`src/rtl/conv_out_streamer.sv`:
```
`default_nettype none
// ============================================================================
//  Module      : conv_out_streamer
//  Description : Captures a complete convolution output tensor in one cycle
//                and streams it out one element per handshake, in flat index
//                order. A new tensor can arrive while a stream is running.
//                That tensor is dropped and the sticky overrun flag is set.
//  Options     : CONV_OUT_RELU_EN - when defined, negative elements are
//                streamed as zero (ReLU). Handshake timing does not change.
//  Revision    : 1.0 - initial release
// ============================================================================
module conv_out_streamer #(
  parameter  int DATA_WIDTH   = 32,
  parameter  int BATCH_SIZE   = 1,
  parameter  int OUT_CHANNELS = 1,
  parameter  int OUT_HEIGHT   = 2,
  parameter  int OUT_WIDTH    = 2,
  localparam int TOTAL        = BATCH_SIZE * OUT_CHANNELS * OUT_HEIGHT * OUT_WIDTH,
  localparam int IDX_W        = (TOTAL > 1) ? $clog2(TOTAL) : 1
) (
  input  logic                        clk,
  input  logic                        rst,
  input  logic [TOTAL*DATA_WIDTH-1:0] tensor_flat,
  input  logic                        tensor_valid,
  output logic                        tensor_ready,
  output logic [DATA_WIDTH-1:0]       m_data,
  output logic                        m_valid,
  input  logic                        m_ready,
  output logic                        m_last,
  output logic [IDX_W-1:0]            m_index,
  output logic                        overrun
);

  localparam logic [IDX_W-1:0] c_LAST_IDX = IDX_W'(TOTAL - 1);

  typedef enum logic [0:0] {
    S_IDLE   = 1'b0,
    S_STREAM = 1'b1
  } state_t;

  state_t                r_state;
  logic                  r_valid;
  logic [IDX_W-1:0]      r_idx;
  logic                  r_overrun;
  logic [DATA_WIDTH-1:0] r_buf [TOTAL];

  logic                  w_xfer;
  logic                  w_last;
  logic [DATA_WIDTH-1:0] w_elem;
  logic [DATA_WIDTH-1:0] w_out;

  // A beat is consumed only when both sides agree. Last is qualified with
  // valid, so it reads 0 in IDLE even when TOTAL is 1.
  assign w_xfer = r_valid & m_ready;
  assign w_last = r_valid & (r_idx == c_LAST_IDX);
  assign w_elem = r_buf[r_idx];

`ifdef CONV_OUT_RELU_EN
  // ReLU: a negative two's-complement element is clamped to zero.
  assign w_out = w_elem[DATA_WIDTH-1] ? '0 : w_elem;
`else
  assign w_out = w_elem;
`endif

  // All outputs come from registers or from a mux of registers. A reset
  // assertion clears them at once, without waiting for a clock edge.
  assign tensor_ready = (r_state == S_IDLE);
  assign m_valid      = r_valid;
  assign m_index      = r_idx;
  assign m_last       = w_last;
  assign m_data       = w_out;
  assign overrun      = r_overrun;

  // Capture/stream FSM. The buffer is written only on the capture edge, so
  // tensor_flat may change freely while a stream is running.
  always_ff @(posedge clk or negedge rst) begin
    if (!rst) begin
      r_state   <= S_IDLE;
      r_valid   <= 1'b0;
      r_idx     <= '0;
      r_overrun <= 1'b0;
      for (int i = 0; i < TOTAL; i++) begin
        r_buf[i] <= '0;
      end
    end else begin
      case (r_state)
        S_IDLE: begin
          if (tensor_valid) begin
            for (int i = 0; i < TOTAL; i++) begin
              r_buf[i] <= tensor_flat[i*DATA_WIDTH +: DATA_WIDTH];
            end
            r_idx   <= '0;
            r_valid <= 1'b1;
            r_state <= S_STREAM;
          end
        end
        S_STREAM: begin
          // The state is still STREAM on the final-transfer edge. A tensor
          // offered on that edge is therefore dropped and counts as an overrun.
          if (tensor_valid) begin
            r_overrun <= 1'b1;
          end
          if (w_xfer) begin
            if (w_last) begin
              r_valid <= 1'b0;
              r_idx   <= '0;
              r_state <= S_IDLE;
            end else begin
              r_idx <= r_idx + 1'b1;
            end
          end
        end
        default: begin
          r_valid <= 1'b0;
          r_idx   <= '0;
          r_state <= S_IDLE;
        end
      endcase
    end
  end

endmodule
`default_nettype wire
```
`config.mk`:
```
export PLATFORM = sky130hd
export DESIGN_NAME = conv_out_streamer
export DESIGN_NICKNAME = d
export VERILOG_FILES = /design/src/rtl/conv_out_streamer.sv
export SDC_FILE = /design/constraint.sdc
export NUM_CORES = 1
export LEC_CHECK = 0
export BUFFER_PORTS_ARGS = -buffer_cell sky130_fd_sc_hd__buf_2
export CORE_AREA = 8 8 149 151
export DETAILED_ROUTE_END_ITERATION = 7
export DIE_AREA = 0 0 157 159
export SYNTH_ARGS = -nofsm -noshare
export SYNTH_HDL_FRONTEND = slang
export SYNTH_SLANG_ARGS = --single-unit
```
`constraint.sdc`:
```
create_clock -name clk -period 1.94 [get_ports clk]
set_input_delay 0.582 -clock clk [delete_from_list [all_inputs] [get_ports clk]]
set_output_delay 0.582 -clock clk [all_outputs]
set_load 0.05 [all_outputs]
```
; ---- Yosys cells after proc, flatten, opt, wreduce, memory -nomap -nowiden
; Index checks and enable logic that the tools add are counted.
[word_totals]
ff_bits = 133
in_bits = 132
output_inout_bits = 38
elab_cells = 37
[op_classes]
n_addsub = 1
magnitude_cmp = 1
n_eq_ne = 4
muxes = 15
bitwise = 4
n_reduce_logical = 4
[ops]
columns = op, count
row1 = $bmux 32 s2, 1
row2 = $mux 32, 2
row3 = $mux 1, 6
row4 = $mux 2, 3
row5 = $reduce_and 2->1, 3
row6 = $ne 2x2->1 const B, 2
row7 = $pmux 1 s2, 2
row8 = $pmux 2 s2, 1
row9 = $ge 3x3->1 const B, 1
row10 = $not 2->3, 1
row11 = $reduce_and 3->1, 1
row12 = $add 2x1->2 const B, 1
row13 = $and 1x1->1, 2
row14 = $eq 2x2->1 const B, 1
row15 = $ne 2x1->1 const B, 1
row16 = $not 1->1, 1

; ---- Logic depth before layout (Yosys ltp)
; Gate-level depths: netlist of run 1.
[depth]
word_depth = 5
mapped_depth = 5
mapped_depth_nobuf = 4

; ---- Worst setup path before layout of run 1
; No wires, ideal clock.
[synth_path]
path_type = reg2out
from = reg r_idx[0], in the netlist m_index[0]
to = out m_data[0]
arrival_ps = 1695
required_time_ps = 1358
path_slack_ps = -337
path_stages_with_launch = 4
path_buffers = 2
path_cell_list = dfrtp_1 buf_6 buf_6 mux4_2
[synth_between]
elab_chain_len = 4
[synth_lines]
columns = element, line
row1 = "start, declared", 43  ; logic [IDX_W-1:0] r_idx;
row2 = "start signal, assigned", 109  ; r_idx <= r_idx + 1'b1;
row3 = $not 2->3 (implied by the code), 56  ; assign w_elem = r_buf[r_idx];
row4 = $bmux 32 s2, 56
row5 = $mux 32 (implied by the code) (2 in a row), 56
row6 = "end, declared", 26  ; output logic [DATA_WIDTH-1:0] m_data,
; Every way passes these cells. The select of a mux whose other input is x is not followed.

; ---- Worst setup path after layout of run 1
[layout_path]
from = reg r_idx[0], in the netlist m_index[0]
to = out m_data[8]
; Same word-level chain as after synthesis.

==> metrics.txt, run 1 <==
gpl congestion=0.762; Die Span X=157 um; final setup fails=33; NetSw=between 4 and 5 mW; Worst Setup EP=m_data[8]; Synth Warn #=0; Initial Util=29.5%; H-tree lvl count=4; failing checks=negative setup slack; Util after Layout=40.2%; MaxCap Viol Count=0; Core Rows=52; post-synthesis sequential area ratio=56.9%; Cells after Synth=603; drt pass-1 iters=4; RSZ-0062 raised after global routing=yes; Hold Buf Count CTS=0; most frequent CP cell=buf_6; Post-synth EDFFs=0; Clock Pin Slew Worst Setup and Hold Paths=around 60 ps; post-synthesis mux area share=between 10% and 20%; Total GRT Usage=about an eighth; Routed WL per cell=15.0 um; final WL=15900 um; via count=around 4600; die footprint=roughly 25000 um^2; vias in the first global route=4841; slew margin rel.=78.9%; CTS root buf=clkbuf_16; Slowest-stage cell, CP=mux4_2; worst-path cell chain=buf_6 -> buf_12 -> mux4_2 -> buf_6; switching part of the total=around 36%; syn nets=~740; synthesis-to-layout area growth=36.4%; RR Startpoint=m_index[0]; largest cells by area after synthesis=dfrtp_1 57%, nand2_1 25%, mux4_2 12%, buf_4 2.6%, buf_2 0.77%; chip height=159 um; largest net degree at the start of global routing=72; Nets=911; drt via density=about 4.3; CP peak stage delay=approximately 520 ps; worst-case clock buffer depth=2; first-pass GRT wire length=~26000 um; fill count=around 2000; Core Footprint=just under 20000 um^2; antenna violations before repair=0; Placed Area=around 7000 um^2; count leader, synth=nand2_1; clk_lat worst skew=410 ps; Internal=7.26 mW; synthesis-stage register bit count=around 130; total grt overflow=0; Reg power frac=31.4%; Overall Power=11.3 mW; Worst EP required=1360 ps; R2R cell count=9; leading area contributor after synthesis=dfrtp_1; peak supply drop=0.573 mV; final hold vios=0; period utilization=124%; xor and xnor area share after synthesis=0%; synth cell count leaders=386 x nand2_1, 133 x dfrtp_1, 32 x mux4_2; status=complete, but fails checks; leakage dissipation=4.19 nW; ys async rst share=100%; Final Instance Area=7980 um^2; Sum Neg Setup Slack=-13290 ps; final worst path period need=roughly 2400 ps; CTS Buf Count=17; worst path arrival time=about 1800 ps; clock sinks=about 130; largest family of logic cells by synthesized area=simple AND/OR/NAND/NOR gates; post-route ant nets=0; synthesized cell area=5850 um^2; Final WS setup=-459 ps; Worst R2R Setup Slack=360 ps; Hold WC Path Type=primary input to asynchronous set/reset pin; worst r2r dst=m_valid; drc violations=0; I/O pins=170; drt first-iter violations=179; critical path endpoint category=output pin; post-synthesis simple-gate area fraction=between 20 and 30%; Syn Area/Cell=9.70 um^2; CP Max Fanout=7; share of cells above drive strength 1=33.1%; Slew Limit Fails=0; dpl ws=-91.1 ps; pwr dens=1420 nW/um^2; clock share of power=27.9%; dpl hpwl=11100 um; CP Class=register to output pin; crit start category=register; Top FF cell, synth=dfrtp_1; CTS tree=done; port bufs=approximately 170; combinational share of power=40.7%; Least-Margin Pin Slew=316 ps; # diodes=0; final setup skew=8.61 ps; Max Fclk=417 MHz; share of the synthesized area in the top cell type=56.9%; Compound-Gate Fraction of Synth Area=0.578%; Worst Setup SP=m_index[0]; Synth Area in Adders=0.214%; Unique masters post-synth=19
## cells in the final DEF (no fill, tap or decap), drive strengths merged, types with 2 or more instances in the layout
master / Yosys / routed
nand2: 386 / 386
inv: 3 / 3
nand3: 3 / 3
clkbuf: 3 / 19
buf: 33 / 192
bufinv: 0 / 2
mux4: 32 / 32
clkinvlp: 0 / 4
clkinv: 0 / 7
dfrtp: 133 / 133
## timing repair
item | in CTS | in global routing
pin swaps | 0 | 1
gates cloned | 2 | 0
gates resized for setup | 80 | 2
setup endpoints to repair | 35 | 34
buffers inserted | 4 | 3
endpoints found under the hold margin | 0 | 0
## layer usage
metal / routed length, um / global-route usage (%)
met1: 7000 / 16.8
met2: 7640 / 20.9
met3: 1150 / 4.45
met4: 147 / 4.06
met5: 0 / 0
## kinds of logic after synthesis
group | Yosys count
AOI/OAI and AO/OA | 5
adders and majority gates | 1
buffers and inverters | 39
DFF | 133
muxes | 32
and+or+nand+nor | 393
## power by group through the flow
stage	Combinational (mW)	Clock, mW	Sequential (mW)
CTS	4.71	3.27	3.56
detailed placement	3.79	0	3.60
floorplan	2.92	0	3.56
global placement	3.75	0	3.60
global route	4.91	3.39	3.62
finish	4.61	3.16	3.56
## registers in the layout, indices dropped and copies added (netlist names)
register,count
m_index,2
m_valid,1
r_state,1
overrun,1
r_buf,128
## worst min path at each step
| stage | endpoint | depth (start not counted) | from |
|---|---|---|---|
| after CTS | r_buf[119] | 1 | rst |
| after floorplan | m_index[0] | 0 | rst |
| after detailed placement | r_buf[118] | 1 | rst |
| after global routing | r_buf[119] | 1 | rst |
| final | r_buf[119] | 1 | rst |
| after global placement | overrun | 1 | overrun |
## cell type report
type | instances | area, um^2 | share of cell area [%]
inverters | 3 | 11.3 | 0.141
flip-flops and latches | 133 | 3330 | 41.8
well taps | 270 | 338 | 4.23
multi-input cells | 431 | 2280 | 28.6
clock buffers | 19 | 453 | 5.68
repair buffers | 192 | 1430 | 17.9
clock inverters | 13 | 133 | 1.66
## worst max-delay path, delay by kind of cell (launching register included)
kind,cells,cell delay (ps)
multiplexers,1,520
buffers and inverters,3,480
flip-flops,1,410
## metrics by stage
step	cells	hold slack, ps
3_3_place_gp	1021	435
2_1_floorplan	603	286
5_1_grt	1061	4.23
6_report	1061	19.0
4_1_cts	1059	0.954
3_5_place_dp	1021	451
(Power assumes the default switching activity.)
==> run 2: changes to the inputs <==
- ABC_AREA: default -> 1
- CORE_AREA: 8 8 149 151 -> 8 8 154 156
- DIE_AREA: 0 0 157 159 -> 0 0 162 164
==> run 2 against run 1 <==
The run still ends with negative setup slack left. Via count is 25% higher. Clock skew down 2.1 ps. First-iteration DRC count increased by 41%. Clock power grew 6%. Largest power group is now the clock network. Highest routed layer unchanged.
==> metrics.txt, run 2 <==
ys async rst share=100% (unchanged); post-synthesis sequential area ratio=53.0% (-3.9 points); syn nets=950 (+29%); met3 Track Usage GR=4.36% (-0.091 points); Max Fclk=432 MHz (+3.6%); Total GRT Usage=14.3% (+1.1 points); synthesis-to-layout area growth=38.0%; synthesized cell area=6280 um^2 (+7.3%); worst-path cell chain=buf_12 -> buf_12 -> o211ai_1 -> nand2_2 -> buf_6; # diodes=0 (unchanged); final setup fails=34 (+3.0%); final hold slack=89.0 ps (+70.0 ps); MaxCap Viol Count=0 (unchanged); Least-Margin Pin Slew=449 ps (+133 ps); via count=5696 (+25%); Post-synth EDFFs=0 (unchanged); met2 Use GR=23.4% (+2.5 points); worst-case clock buffer depth=2 (unchanged); drt via density=4.48 (+4.1%); peak supply drop=0.516 mV (-9.9%); total grt overflow=0 (unchanged); Top FF cell, synth=dfrtp_1; Syn Area/Cell=7.68 um^2 (-21%); failing checks=negative setup slack; CTS Buf Count=17 (unchanged); CP Max Fanout=37 (+30); CTS tree=done; share of the synthesized area in the top cell type=53.0% (-3.9 points); worst path arrival time=1730 ps (-90 ps); first-pass GRT wire length=30500 um (+18%); Cells after Synth=817 (+35%); post-route ant nets=0 (unchanged); gpl congestion=0.737 (-3.4%); clk_lat worst skew=410 ps (about the same); Clock Pin Slew Worst Setup and Hold Paths=60 ps (about the same); most common cell after layout, fill and taps aside=nand2_1; CP top delay family=flip-flops; final WL=18300 um (+15%); Slowest-stage cell, CP=dfrtp_4; slew margin rel.=70.1% (-8.9 points); dpl hpwl=12500 um (+12%); Initial Util=29.4% (-0.069 points); drc violations=0 (unchanged); port bufs=169 (unchanged); WP buf/inv=3 (unchanged); H-tree lvl count=4 (unchanged); Core Footprint=21400 um^2 (+7.6%); Overall Power=6.36 mW (-44%); die footprint=26600 um^2 (+6.4%); Unique masters post-synth=19 (unchanged); synth cell count leaders=264 x nand2_1, 133 x dfrtp_1, 127 x nor2_1; most frequent CP cell=buf_12; Hold WC Path Type=primary input to asynchronous set/reset pin; RSZ-0062 raised after global routing=yes; crit start category=register; clock sinks=133 (unchanged); vias in the first global route=5969 (+23%); chip height=164 um (+3.1%); max reg flops=128 (unchanged); CTS root buf=clkbuf_16; CP peak stage delay=510 ps (about the same); Core Rows=54 (+3.8%); Top reg by flops=r_buf; period utilization=119% (-4.3 points); GRT busiest layer=met2; synthesis-stage register bit count=133 (unchanged); final hold vios=0 (unchanged); Final WS setup=-375 ps (+83.8 ps); Slew Limit Fails=0 (unchanged); leakage dissipation=4.65 nW (+11%); fill count=2215 (+13%); share of cells above drive strength 1=28.7% (-4.4 points); drt first-iter violations=252 (+41%); Worst EP required=1360 ps (about the same); status=complete, but fails checks; leading area contributor after synthesis=dfrtp_1; count leader, synth=nand2_1; most frequent cells in the layout=229 x nand2_1, 133 x buf_2, 131 x dfrtp_1; Synth Warn #=0 (unchanged); final worst path period need=2320 ps (-83.8 ps); CP Class=register to output pin; I/O pins=170 (unchanged); largest cells by area after synthesis=dfrtp_1 53%, nand2_1 16%, nor2_1 7.6%, nand3_1 5.3%, a21oi_1 5.1%; drt pass-1 iters=4 (unchanged); Routed WL per cell=14.4 um (-4.1%); M1 GR Usage=18.2% (+1.4 points); largest net degree at the start of global routing=66 (-8.3%); final setup skew=6.51 ps (-2.10 ps); Nets=1112 (+22%); pwr dens=735 nW/um^2 (-48%); critical path endpoint category=output pin; antenna violations before repair=0 (unchanged); Die Span X=162 um (+3.2%)
[run 2: changes by cell type in the layout (fill, tap and decap cells not counted), moves of 32 or more]
cell | previous run | this run
o211ai_1 | 0 | 32
inv_1 | 3 | 66
nand2_1 | 386 | 229
mux4_2 | 32 | 0
a21oi_1 | 1 | 64
nand2_2 | 0 | 35
nand3_1 | 3 | 67
nor2_1 | 1 | 113
[run 2: cell families (layout without fill, tap and decap cells)]
logic type	Yosys count	count (layout)	synth area share, %
flip-flops	133	133	53.0
adder cells (fa/ha/maj)	1	1	0.199
AO/OA/AOI/OAI	100	100	9.29
buffers and inverters	123	298	8.55
AND/OR/NAND/NOR	460	460	28.9
[run 2: path summary, 6_finish.rpt]
path / from / end / slack, ps / depth (start not counted)
worst max register to register: r_state / r_buf[29] / 540 / 5
min in group clk: tensor_flat[11] / r_buf[107] / 400 / 3
worst min register to register: r_buf[40] / r_buf[40] / 470 / 2
worst min-delay path: rst / r_buf[103] / 90 / 1
worst max-delay path: m_index[0] / m_data[15] / -380 / 5
max in group asynchronous: rst / r_buf[55] / 1300 / 2
[run 2: power by group]
group | total (mW) | internal (mW) | switching [mW]
logic | 0.244 | 0.111 | 0.133
registers | 2.77 | 2.77 | 0.0000000000000000833
clock network | 3.35 | 2.09 | 1.26
total | 6.36 | 4.97 | 1.39
[run 2: worst register-to-register path: stages (launching register included)]
cell and delay (ps):
dfrtp_1 440, inv_2 170, nand2_8 230, buf_12 270, nor2_1 130, a21oi_1 50
[run 2: area by class of cell]
cell class | count | area [um^2] | share of cell area (%)
Clock buffer | 20 | 457 | 5.27
Clock inverter | 12 | 153 | 1.76
Inverter | 68 | 255 | 2.95
Multi-Input combinational cell | 561 | 2570 | 29.7
Sequential cell | 133 | 3330 | 38.5
Tap cell | 280 | 350 | 4.05
Timing Repair Buffer | 198 | 1540 | 17.8
[run 2: timing repair]
action | in CTS | in global routing
endpoints found under the setup margin | 35 | 34
hold buffers | 0 | 0
gates resized for setup | 80 | 28
cloned | 1 | 0
buffers inserted | 3 | 1
pin swaps | 24 | 7
[run 2: layer usage]
metal | vias to the layer above | routed length [um]
met4 | 0 | 145
met3 | 10 | 1010
met1 | 2676 | 8610
met2 | 122 | 8570
li1 | 2888 | -
met5 | - | 0
[run 2: stage by stage]
step                      setup slack [ps]  std cells  utilization [%]  setup TNS (ps)  area [um^2]
final                                 -375       1272             40.6          -10380         8660
after global routing                  -446       1272             40.6          -13460         8660
after CTS                             -396       1271             40.1          -11010         8560
after detailed placement             -28.9       1235             35.8           -28.9         7640
after global placement               -20.0       1235             35.8           -20.0         7640
after floorplan                       11.9        817                -               0         6360
